`src/rtl/fetch_sequencer.sv`:
```
// Instruction-fetch sequencer: owns the PC, drives the combinational instruction
// memory and buffers {pc, word} pairs in a small queue drained over valid/ready.
// Optional build macro FETCH_PERF_EN adds saturating fetch/stall counter ports.
module fetch_sequencer #(
  parameter logic [31:0] RESET_PC = 32'h0000_0000,
  parameter logic [31:0] LAST_PC  = 32'h0000_0014,
  parameter int unsigned QDEPTH   = 2
) (
  input  logic        clk,
  input  logic        rst_n,
  input  logic        start,
  output logic [31:0] imem_addr,
  input  logic [31:0] imem_rdata,
  input  logic        redirect_valid,
  input  logic [31:0] redirect_pc,
  output logic        out_valid,
  input  logic        out_ready,
  output logic [31:0] out_instr,
  output logic [31:0] out_pc,
  output logic        halted,
  output logic        misalign
`ifdef FETCH_PERF_EN
  ,
  output logic [31:0] fetch_cnt,
  output logic [31:0] stall_cnt
`endif
);

  // QDEPTH is 2 or 4, so pointers wrap naturally at a power of two.
  localparam int unsigned PtrW = (QDEPTH > 2) ? 2 : 1;
  localparam logic [PtrW:0] QFull = (PtrW + 1)'(QDEPTH);

  typedef enum logic [1:0] {
    StIdle,
    StRun,
    StHalt
  } state_e;

  state_e            r_state;
  state_e            w_state_d;
  logic [31:0]       r_pc;
  logic [31:0]       w_pc_d;
  logic [31:0]       r_q_instr [QDEPTH];
  logic [31:0]       r_q_pc    [QDEPTH];
  logic [PtrW-1:0]   r_rd_ptr;
  logic [PtrW-1:0]   r_wr_ptr;
  logic [PtrW:0]     r_count;
  logic [31:0]       r_hold_instr;
  logic [31:0]       r_hold_pc;
  logic              r_misalign;
  logic              w_push;
  logic              w_pop;

  // Redirect outranks both queue operations; a pop coinciding with it is dropped.
  always_comb begin
    w_pop  = out_valid & out_ready & ~redirect_valid;
    w_push = (r_state == StRun) & ~redirect_valid & ((r_count != QFull) | w_pop);
  end

  // Next-state and next-PC selection.
  always_comb begin
    w_state_d = r_state;
    w_pc_d    = r_pc;
    unique case (r_state)
      StIdle:  if (start) w_state_d = StRun;
      StRun:   if (w_push && (r_pc == LAST_PC)) w_state_d = StHalt;
      StHalt:  w_state_d = StHalt;
      default: w_state_d = StIdle;
    endcase
    if (redirect_valid) begin
      w_pc_d = {redirect_pc[31:2], 2'b00};
      // A redirect revives a halted run but never starts an idle one.
      if (r_state == StHalt) w_state_d = StRun;
      else if (r_state == StIdle) w_state_d = StIdle;
    end else if (w_push && (r_pc != LAST_PC)) begin
      w_pc_d = r_pc + 32'd4;
    end
  end

  // State, PC and misalign pulse registers.
  always_ff @(posedge clk or negedge rst_n) begin
    if (!rst_n) begin
      r_state    <= StIdle;
      r_pc       <= RESET_PC;
      r_misalign <= 1'b0;
    end else begin
      r_state    <= w_state_d;
      r_pc       <= w_pc_d;
      r_misalign <= redirect_valid & (redirect_pc[1:0] != 2'b00);
    end
  end

  // Fetch queue storage, pointers and occupancy.
  always_ff @(posedge clk or negedge rst_n) begin
    if (!rst_n) begin
      for (int i = 0; i < int'(QDEPTH); i++) begin
        r_q_instr[i] <= 32'h0;
        r_q_pc[i]    <= 32'h0;
      end
      r_rd_ptr <= '0;
      r_wr_ptr <= '0;
      r_count  <= '0;
    end else if (redirect_valid) begin
      r_rd_ptr <= '0;
      r_wr_ptr <= '0;
      r_count  <= '0;
    end else begin
      if (w_push) begin
        r_q_instr[r_wr_ptr] <= imem_rdata;
        r_q_pc[r_wr_ptr]    <= r_pc;
        r_wr_ptr            <= r_wr_ptr + PtrW'(1);
      end
      if (w_pop) r_rd_ptr <= r_rd_ptr + PtrW'(1);
      if (w_push && !w_pop) r_count <= r_count + (PtrW + 1)'(1);
      else if (!w_push && w_pop) r_count <= r_count - (PtrW + 1)'(1);
    end
  end

  // Remember the last presented head so outputs hold while the queue is empty.
  always_ff @(posedge clk or negedge rst_n) begin
    if (!rst_n) begin
      r_hold_instr <= 32'h0;
      r_hold_pc    <= 32'h0;
    end else if (out_valid) begin
      r_hold_instr <= r_q_instr[r_rd_ptr];
      r_hold_pc    <= r_q_pc[r_rd_ptr];
    end
  end

  // Output drive.
  always_comb begin
    imem_addr = r_pc;
    out_valid = (r_count != '0);
    out_instr = out_valid ? r_q_instr[r_rd_ptr] : r_hold_instr;
    out_pc    = out_valid ? r_q_pc[r_rd_ptr] : r_hold_pc;
    halted    = (r_state == StHalt);
    misalign  = r_misalign;
  end

`ifdef FETCH_PERF_EN
  logic [31:0] r_fetch_cnt;
  logic [31:0] r_stall_cnt;

  // Saturating performance counters.
  always_ff @(posedge clk or negedge rst_n) begin
    if (!rst_n) begin
      r_fetch_cnt <= 32'h0;
      r_stall_cnt <= 32'h0;
    end else begin
      if (w_push && (r_fetch_cnt != 32'hFFFF_FFFF)) r_fetch_cnt <= r_fetch_cnt + 32'd1;
      if ((r_state == StRun) && !w_push && !redirect_valid &&
          (r_stall_cnt != 32'hFFFF_FFFF)) begin
        r_stall_cnt <= r_stall_cnt + 32'd1;
      end
    end
  end

  // Counter outputs.
  always_comb begin
    fetch_cnt = r_fetch_cnt;
    stall_cnt = r_stall_cnt;
  end
`endif

endmodule

```
`config.mk`:
```
export PLATFORM = sky130hd
export DESIGN_NAME = fetch_sequencer
export DESIGN_NICKNAME = d
export VERILOG_FILES = /design/src/rtl/fetch_sequencer.sv
export SDC_FILE = /design/constraint.sdc
export NUM_CORES = 1
export LEC_CHECK = 0
export ABC_AREA = 1
export BUFFER_PORTS_ARGS = -buffer_cell sky130_fd_sc_hd__buf_2
export CORE_MARGIN = 2
export CORE_UTILIZATION = 45
export DETAILED_ROUTE_END_ITERATION = 10
export PLACE_DENSITY = 0.65
export SYNTH_ARGS = -nofsm -noshare
export SYNTH_HDL_FRONTEND = slang
export SYNTH_SLANG_ARGS = --single-unit
```
`constraint.sdc`:
```
create_clock -name clk -period 3.1 [get_ports clk]
set_input_delay 0.155 -clock clk [delete_from_list [all_inputs] [get_ports clk]]
set_output_delay 0.155 -clock clk [all_outputs]
set_load 0.02 [all_outputs]
```
==> impl_results.md, run 1 <==
- Slew Viols, Final: 0
- Synth async-reset ratio: 1.00
- Worst VDD drop: ~490 µV
- Worst Path Required: 2.94 ns
- Starting Density: 0.456
- Worst hold path class: input port to flip-flop
- 1st-pass router iterations: 6
- Sw Share: 0.411
- CTS tree: built
- Fraction of layout cells with a size suffix above 1: 0.187
- Commonest non-fill, non-tap cell in the layout: nand2_1
- Fmax: about 0.4 GHz
- CTS Hold Bufs: between 60 and 70
- Synth Register Bits: around 230
- Synthesis-to-layout area growth: 24.7%
- Fin. Hold Viols: 0
- CTS-repair resized insts: 0
- Tmin final: 2.50 ns
- Setup Skew: approximately 0.011 ns
- Clk root buf: clkbuf_16
- Worst-path clk slew: 0.06 ns
- Combinational Power Share: 0.414
- Dpl hpwl: between 15 and 20 mm
- Commonest non-fill, non-tap cells in the layout: 395 x nand2_1, 224 x dfrtp_1, 164 x buf_2, 133 x nor2_1, 127 x a21oi_1
- Synthesized area per cell: between 8 and 9 µm²
- Bufs on Longest Clock Path: 3
- Total Wirelength: 28.0 mm
- Vias in the first global route: 8754
- Final #Nets: about 1500
- DIE HEIGHT: roughly 160 µm
- P_sw: 5.75 mW
- Vias: slightly below 9000
- CORE AREA: ~23000 µm²
- Post-synthesis sequential area ratio: 0.549
- Overflow after GRT: 0
- I/O pins: between 150 and 200
- H-tree levels: 1
- Die area: roughly 24000 µm²
- Top FF cell, synth: dfrtp_1
- Routability Congestion: 0.932
- Post-Syn Area: roughly 10000 µm²
- CP Class: flip-flop to primary output
- Rows: 55
- Internal power: a little over 8 mW
- Share of total power in the clock network: 0.225
- # fillers: between 2000 and 2500
- Clock Sinks: 225
- Max transition margin: 0.457
- Clk_lat worst skew: 0.52 ns
- Die Span X: 155 µm
- Leakage: 6.14 nW
- Pwr dens: roughly 1100 nW/µm²
- Total negative slack: 0 ns
- GR Util All Layers: 0.234
- Slew at the pin with the worst max-slew slack: just over 0.8 ns
- Initial antenna violation count: 0
- Power, Total: 14.0 mW
- DRC: 0
- Instance area at placement: 11300 µm²
- Vias per inst: 5.18
- Pin count of the biggest net entering global routing: between 100 and 150
- Period utilization: 0.807
- Worst-path maximum fanout: 66
- Ys Warns: 0
- Syn Inst Count: roughly 1200
- Critical Path AT: approximately 2.4 ns
- Element type at the critical path end: primary output
- Post-synth EDFFs: 0
- # diodes: 0
- RSZ-0062 raised after global routing: no
- Antenna Nets Post-Route: 0
- CP startpoint kind: flip-flop
- Postcts setup bufs: 0
- Final setup vio count: 0
- Port Buf Inserts: 165
- Max-capacitance violation count: 0
- Sequential power share: 0.361
- Status: complete, no violations
- Iter 0 DRT Violations: 581
- Post-route cell area: approximately 13000 µm²
- Global-route wire length before repair: 45.7 mm
- Yosys cell types: 30
- WL/cell: 16.3 µm
- CTS buffer count: 26
==> power by group through the flow <==
stage	clock network (mW)	registers, mW	logic, mW
2_1_floorplan	0	4.99	3.92
3_3_place_gp	0	5.02	5.69
3_5_place_dp	0	5.07	5.74
4_1_cts	3.20	5.02	5.83
5_1_grt	3.33	5.19	6.42
6_report	3.14	5.04	5.78
==> metrics by stage <==
| stage | instances | hold slack (ns) | utilization | setup slack, ns |
|---|---|---|---|---|
| after floorplan | 1209 | -0.141 | - | 1.40 |
| after global routing | 1717 | 0.0489 | 0.569 | 0.458 |
| after detailed placement | 1611 | 0.290 | 0.502 | 0.853 |
| final | 1717 | 0.0339 | 0.569 | 0.597 |
| after CTS | 1717 | 0.0128 | 0.569 | 0.601 |
| after global placement | 1611 | 0.290 | 0.502 | 0.914 |
==> worst max-delay path, stage by stage (launching register included) <==
cell     delay, ns
dfrtp_1       0.44
nor2_4        0.07
inv_2         0.05
buf_4         0.64
nor2_1        0.08
a21oi_1       0.30
buf_2         0.23
==> worst paths after layout <==
path	endpoint	slack, ns	from	depth (start not counted)
worst max-delay path	out_instr[29]	0.60	r_count[0]	6
worst min-delay path	r_rd_ptr	0.03	out_ready	5
min in group asynchronous	r_hold_pc[5]	0.30	rst_n	2
worst min register to register	r_q_instr[44]	0.47	r_q_instr[44]	2
max in group asynchronous	r_q_instr[46]	1.89	rst_n	3
worst max register to register	imem_addr[10]	0.83	imem_addr[22]	10
==> cell type report <==
type,instances,area [µm²],share of cell area
inverter,52,195,0.0153
clock inverter,6,108,0.00841
multi-input combinational,868,4110,0.321
tap,285,357,0.0279
sequential,225,5630,0.440
clock buffer,37,773,0.0604
timing repair buffer,244,1620,0.127
==> cells in the mapped netlist, drive strengths merged (2+ instances only) <==
| library cell | instances | share of area |
|---|---|---|
| inv | 52 | 0.019 |
| buf | 38 | 0.024 |
| mux2 | 32 | 0.035 |
| xor2 | 7 | 0.0060 |
| o21ai | 53 | 0.030 |
| a31oi | 3 | 0.0018 |
| ha | 2 | 0.0024 |
| clkbuf | 26 | 0.0095 |
| o21a | 30 | 0.022 |
| or2 | 5 | 0.0030 |
| nand3 | 71 | 0.037 |
| a21oi | 127 | 0.062 |
| nand2 | 398 | 0.15 |
| nor2 | 136 | 0.051 |
| dfrtp | 225 | 0.55 |
==> flip-flops by register name (all words and copies together), names as in the netlist <==
register / flops
r_q_pc: 60
r_state: 2
r_wr_ptr: 1
r_rd_ptr: 1
imem_addr: 30
misalign: 1
r_hold_instr: 32
r_q_instr: 64
r_count: 2
r_hold_pc: 32
==> layer usage <==
layer / global-route usage / up-vias / wire [µm]
met1: 0.320 / 4248 / 12600
li1: - / 4313 / -
met2: 0.394 / 293 / 13100
met3: 0.0362 / 39 / 1740
met5: 0 / - / 0
met4: 0.0586 / 0 / 570
==> cell families (layout without fill, tap and decap cells) <==
family,after synthesis,in the layout,synth area share
AOI/OAI and AO/OA,213,213,0.116
xor gates and xnor gates,7,7,0.00597
adders and majority gates,2,2,0.00244
buffers and inverters,116,339,0.0523
DFF,225,225,0.549
muxes,32,32,0.0351
other,1,2,0.000365
and+or+nand+nor,612,612,0.240
No activity file was read; power rests on OpenSTA's default activity.
==> run 2: changes to the inputs <==
PLACE_DENSITY = 0.68   (was 0.65)
clock period = 2.15 ns   (was 3.1 ns; I/O delays follow)
==> run 2 against run 1 <==
Via count up 3.1%. Largest cell class unchanged. Final area increased by 5.2%. Die area unchanged. Sequential power increased by 44%. Combinational power increased by 76%. Highest routed layer unchanged. Setup slack worse by 0.58 ns. Clock power rose by 41%. Register-to-register slack got worse by 0.60 ns. Non-clock buffer count rose by 27.
==> impl_results.md, run 2 (synthesis results as in run 1) <==
- Clock Sinks: 225 (unchanged)
- Element type at the critical path end: primary output (unchanged)
- 1st-pass router iterations: 5 (was 6)
- Leakage: 6.40 nW (was 6.14 nW)
- Critical Path, Cell by Cell: nor2_4 > buf_6 > buf_6 > a21oi_1 > a21oi_2 > buf_4 (was nor2_4 > inv_2 > buf_4 > nor2_1 > a21oi_1 > buf_2)
- GR Util All Layers: 0.245 (was 0.234)
- Routability Congestion: 0.954 (was 0.932)
- CP startpoint kind: flip-flop (unchanged)
- RSZ-0062 raised after global routing: yes (was no)
- Setup Skew: 0.0215 ns (was 0.0106 ns)
- Non-Filler Instances: 1747 (was 1717)
- Worst r2r dst: imem_addr[13] (was imem_addr[10])
- Total Wirelength: 30.4 mm (was 28.0 mm)
- Port Buf Inserts: 165 (unchanged)
- Starting Density: 0.456 (unchanged)
- Status: complete, no violations (unchanged)
- Overflow after GRT: 0 (unchanged)
- Worst-path maximum fanout: 8 (was 66)
- Vias in the first global route: 8914 (was 8754)
- Fmax: around 0.47 GHz
- Commonest non-fill, non-tap cell in the layout: nand2_1 (unchanged)
- Final worst slack: 0.0142 ns (was 0.597 ns)
- # diodes: 0 (unchanged)
- Slowest cell on the critical path: dfrtp_2 (was buf_4)
- Leading registers by flop count: r_q_instr (64), r_q_pc (60) (unchanged)
- CP Class: flip-flop to primary output (unchanged)
- Commonest non-fill, non-tap cells in the layout: 395 x nand2_1, 222 x dfrtp_1, 132 x nor2_1, 128 x buf_2, 87 x a21oi_1 (was 395 x nand2_1, 224 x dfrtp_1, 164 x buf_2, 133 x nor2_1, 127 x a21oi_1)
- Initial antenna violation count: 0 (unchanged)
- I/O pins: 168 (unchanged)
- Max transition margin: 0.458 (was 0.457)
- Iter 0 DRT Violations: 600 (was 581)
- Pwr dens: 1630 nW/µm² (was 1090 nW/µm²)
- Fin. Hold Viols: 0 (unchanged)
- CTS tree: built (unchanged)
- Die Span X: 155 µm (unchanged)
- Clk_lat worst skew: 0.53 ns (was 0.52 ns)
- Slew Viols, Final: 0 (unchanged)
- R2r startpoint: imem_addr[3] (was imem_addr[22])
- Critical path buffer and inverter count: 3 (unchanged)
- Critical Path Max Stage Delay: 0.43 ns (was 0.64 ns)
- Dpl hpwl: 18.2 mm (was 18.0 mm)
- Synthesis-to-layout area growth: 31.2% (was 24.7%)
- Seq. cell area: 5630 µm² (about the same)
- Worst Path Required: 2.04 ns (was 2.94 ns)
- Rows: 55 (unchanged)
- Critical path's top delay family: buffers and inverters (unchanged)
- Cells on worst reg2reg path: 11 (was 10)
- Period utilization: 0.993
- DRC: 0 (unchanged)
- Critical Path AT: 2.03 ns (was 2.35 ns)
- Final #Nets: 1514 (was 1488)
- Pre-CTS setup slack: 0.122 ns (was 0.853 ns)
- Post-layout util: 0.598 (was 0.569)
- WL/cell: 17.4 µm (was 16.3 µm)
- Most flop-heavy register: r_q_instr (unchanged)
- Setup slack, reg-to-reg: 0.23 ns (was 0.83 ns)
- Vias: 9168 (was 8893)
- WHS: 0.134 ns (was 0.0339 ns)
- Die area: 24000 µm² (unchanged)
- Slew at the pin with the worst max-slew slack: 0.812 ns (was 0.814 ns)
- Clk root buf: clkbuf_16 (unchanged)
- Placed instance count: 1622 (was 1611)
- Vias per inst: 5.25 (was 5.18)
- Tmin final: around 2.1 ns
- Pin count of the biggest net entering global routing: 73 (was 106)
- Antenna Nets Post-Route: 0 (unchanged)
- CTS buffer count: 25 (was 26)
- Final setup vio count: 0 (unchanged)
- Most common cell on crit path: buf_6
- Worst hold path class: input port to async pin (was input port to flip-flop)
- Max-capacitance violation count: 0 (unchanged)
- Worst VDD drop: 787 µV (was 492 µV)
- DIE HEIGHT: 155 µm (unchanged)
- Fraction of layout cells with a size suffix above 1: 0.229 (was 0.187)
- # fillers: 1898 (was 2044)
- Worst-path clk slew: 0.07 ns (was 0.06 ns)
- H-tree levels: 1 (unchanged)
- Largest register FFs: 64 (unchanged)
- CORE AREA: 22500 µm² (unchanged)
- Global-route wire length before repair: 47.2 mm (was 45.7 mm)
- Multi-input gate area: 4280 µm² (was 4110 µm²)
- Bufs on Longest Clock Path: 3 (unchanged)
==> run 2: cell count changes in the layout (fill, tap and decap cells not counted), sizes merged <==
| cell | before | now |
|---|---|---|
| buf | 181 | 199 |
| dlygate4sd3 | 63 | 68 |
| clkinv | 2 | 5 |
| clkbuf | 37 | 39 |
| inv | 52 | 54 |
| bufbuf | 0 | 1 |
| clkinvlp | 1 | 0 |
==> run 2: per-stage QoR <==
stage / instance area (µm²) / power, mW / setup TNS (ns)
floorplan: 10300 / 12.8 / 0
global placement: 11400 / 15.6 / 0
detailed placement: 11400 / 15.8 / 0
CTS: 13100 / 20.7 / -0.0903
global route: 13500 / 23.2 / -0.672
finish: 13500 / 21.9 / 0
==> run 2: how the worst max path moves through the flow <==
stage	slack, ns	to	startpoint	depth (start not counted)
floorplan	0.45	imem_addr[14]	imem_addr[2]	10
global placement	0.16	imem_addr[14]	imem_addr[2]	10
detailed placement	0.12	imem_addr[10]	imem_addr[23]	10
CTS	-0.01	out_pc[15]	r_count[0]	6
global route	-0.04	out_pc[4]	r_count[0]	6
finish	0.01	out_instr[14]	r_count[0]	6
==> run 2: per-layer routing <==
metal | vias up | share of wire | track usage
met4 | 0 | 0.028 | 0.0736
met5 | - | 0 | 0
met1 | 4413 | 0.44 | 0.339
li1 | 4376 | - | -
met2 | 328 | 0.47 | 0.399
met3 | 51 | 0.071 | 0.0418
==> run 2: where the power goes <==
part / total [mW] / switching, mW / internal, mW / leakage, nW
Clock: 4.43 / 1.72 / 2.71 / 0.428
Combinational: 10.2 / 6.29 / 3.91 / 3.30
Sequential: 7.27 / 1.06 / 6.22 / 2.67
Total: 21.9 / 9.06 / 12.8 / 6.40
==> run 2: what timing repair did <==
item / in CTS / in global routing
cloned: 2 / 5
setup buffers: 0 / 4
pin swaps: 0 / 4
resized for setup: 3 / 88
endpoints found under the hold margin: 166 / 0
hold buffers: 68 / 0
endpoints found under the setup margin: 29 / 67
==> run 2: final cells by class <==
class / instances / share of cell area
inverters: 52 / 0.0152
multi-input cells: 868 / 0.318
clock buffers: 36 / 0.0540
well taps: 285 / 0.0265
repair buffers: 271 / 0.158
clock inverters: 10 / 0.00985
flip-flops and latches: 225 / 0.418
==> run 3: changes to the inputs <==
PLACE_DENSITY = 0.65   (was 0.68)
clock period = 2.2 ns   (was 2.15 ns; I/O delays follow)
==> run 3 against run 2 <==
Hold slack got worse by 0.090 ns. Count of clock-buffer cells in the layout decreased by 1. Clock power decreased by 14%. Register-to-register slack got worse by 0.12 ns. Sequential share of layout area increased by 1.6 points. Core utilization decreased by 2.2 points. Final area decreased by 3.7%. Largest cell class unchanged. Highest routed layer unchanged.
==> impl_results.md, run 3 (synthesis results as in run 1) <==
- Status: complete, no violations (unchanged)
- R2r startpoint: imem_addr[2] (was imem_addr[3])
- Antenna Nets Post-Route: 0 (unchanged)
- Post-route cell area: 13000 µm² (was 13500 µm²)
- Cells on worst reg2reg path: 10 (was 11)
- Rows: 55 (unchanged)
- GR Util All Layers: 0.239 (was 0.245)
- Worst VDD drop: 914 µV (was 787 µV)
- I/O pins: 168 (unchanged)
- Total Wirelength: 28.8 mm (was 30.4 mm)
- CTS buffer count: 25 (unchanged)
- Period utilization: 0.978
- Vias: 8949 (was 9168)
- CP startpoint kind: flip-flop (unchanged)
- Routability Congestion: 0.946 (was 0.954)
- Worst hold path class: input port to flip-flop (was input port to async pin)
- Iter 0 DRT Violations: 584 (was 600)
- 1st-pass router iterations: 5 (unchanged)
- Min-Delay Endpoint: imem_addr[7]
- Slew Viols, Final: 0 (unchanged)
- H-tree levels: 1 (unchanged)
- CP Class: flip-flop to primary output (unchanged)
- Initial antenna violation count: 0 (unchanged)
- Overflow after GRT: 0 (unchanged)
- Max transition margin: 0.528 (was 0.458)
- Worst-path maximum fanout: 18 (was 8)
- Fmax: 0.465 GHz
- Fraction of layout cells with a size suffix above 1: 0.197 (was 0.229)
- # diodes: 0 (unchanged)
- Die Span X: 155 µm (unchanged)
- CORE AREA: 22500 µm² (unchanged)
- Vias per inst: 5.15 (was 5.25)
- Top sig layer: met4 (unchanged)
- Tmin final: roughly 2.2 ns
- Critical hold path startpoint: redirect_pc[7]
- Post-layout util: 0.576 (was 0.598)
- Vias in the first global route: 8847 (was 8914)
- Starting Density: 0.456 (unchanged)
- Max-capacitance violation count: 0 (unchanged)
- Total negative slack: 0 ns (unchanged)
- Final #Nets: 1508 (was 1514)
- Synthesis-to-layout area growth: 26.4% (was 31.2%)
- Largest register FFs: 64 (unchanged)
- Port Buf Inserts: 165 (unchanged)
- Pin count of the biggest net entering global routing: 71 (was 73)
- RSZ-0062 raised after global routing: yes (unchanged)
- Setup Skew: 0.00716 ns (was 0.0215 ns)
- Met2 WL: 13.3 mm (was 14.2 mm)
- Metal-1 WL: 13.1 mm (was 13.2 mm)
- Clk_lat worst skew: 0.51 ns (was 0.53 ns)
- DIE HEIGHT: 155 µm (unchanged)
- Fin. Hold Viols: 0 (unchanged)
- Commonest non-fill, non-tap cells in the layout: 395 x nand2_1, 224 x dfrtp_1, 164 x buf_2, 132 x nor2_1, 126 x a21oi_1 (was 395 x nand2_1, 222 x dfrtp_1, 132 x nor2_1, 128 x buf_2, 87 x a21oi_1)
- Most flop-heavy register: r_q_instr (unchanged)
- Clock Sinks: 225 (unchanged)
- Leading registers by flop count: r_q_instr (64), r_q_pc (60) (unchanged)
- Critical Path AT: 2.04 ns (was 2.03 ns)
- Slew at the pin with the worst max-slew slack: 0.707 ns (was 0.812 ns)
- Met3 wire len: 1.71 mm (was 2.16 mm)
- Die area: 24000 µm² (unchanged)
- Worst r2r dst: imem_addr[14] (was imem_addr[13])
- Commonest non-fill, non-tap cell in the layout: nand2_1 (unchanged)
- Leakage: 6.23 nW (was 6.40 nW)
- Clk root buf: clkbuf_16 (unchanged)
- Postcts setup bufs: 0 (unchanged)
- CTS tree: built (unchanged)
- Worst Hold Depth: 5
- Pwr dens: 1500 nW/µm² (was 1630 nW/µm²)
- DRC: 0 (unchanged)
- Element type at the critical path end: primary output (unchanged)
- Instance area at placement: 11500 µm² (was 11400 µm²)
- Setup slack, reg-to-reg: 0.11 ns (was 0.23 ns)
- Global-route wire length before repair: 46.3 mm (was 47.2 mm)
- Worst Path Required: 2.09 ns (was 2.04 ns)
- Worst-path clk slew: 0.06 ns (was 0.07 ns)
- WL/cell: 16.6 µm (was 17.4 µm)
- Final setup vio count: 0 (unchanged)
- Bufs on Longest Clock Path: 3 (unchanged)
- Dpl hpwl: 18.9 mm (was 18.2 mm)
-- run 3: final cells by class --
class	count	area, µm²
Clock buffer	35	693
Clock inverter	9	53.8
Tap cell	285	357
Sequential cell	225	5630
Timing Repair Buffer	265	1920
Fill cell	2035	9530
Multi-Input combinational cell	868	4120
Inverter	52	199
-- run 3: worst max-delay path, cell delays in order (launching register included) --
cell	delay (ns)
dfrtp_1	0.43
nor2_4	0.18
buf_4	0.28
a21oi_1	0.08
a21oi_2	0.31
buf_2	0.23
-- run 3: worst max path at each step --
stage                    endpoint          from  slack (ns)
floorplan           imem_addr[14]  imem_addr[2]        0.50
global placement    imem_addr[16]  imem_addr[2]        0.17
detailed placement  imem_addr[16]  imem_addr[2]        0.16
CTS                     out_pc[3]    r_count[0]        0.01
global route         out_instr[6]    r_count[1]       -0.04
finish                 out_pc[20]    r_count[1]        0.05
-- run 3: metal layers --
metal / vias to the layer above / global-route usage
li1: 4351 / -
met1: 4280 / 0.330
met2: 272 / 0.391
met3: 46 / 0.0409
met4: 0 / 0.0688
met5: - / 0
-- run 3: metrics by stage --
stage	power (mW)	hold slack, ns	std cells	setup slack, ns
3_5_place_dp	15.5	0.0996	1628	0.157
3_3_place_gp	15.3	0.100	1628	0.165
2_1_floorplan	12.6	-0.186	1209	0.501
4_1_cts	19.5	0.0118	1738	0.00989
6_report	19.5	0.0438	1739	0.0484
5_1_grt	20.8	0.0616	1739	-0.0380
-- run 3: timing repair --
item	4_1_cts	5_1_grt
hold buffers	66	0
gates cloned	0	1
hold endpoints to repair	281	0
endpoints found under the setup margin	1	23
resized for setup	1	5
-- run 3: power breakdown --
part	total, mW	switching, mW	internal (mW)
sequential	7.08	1.00	6.07
combinational	8.57	5.57	3.00
clock	3.81	1.62	2.19
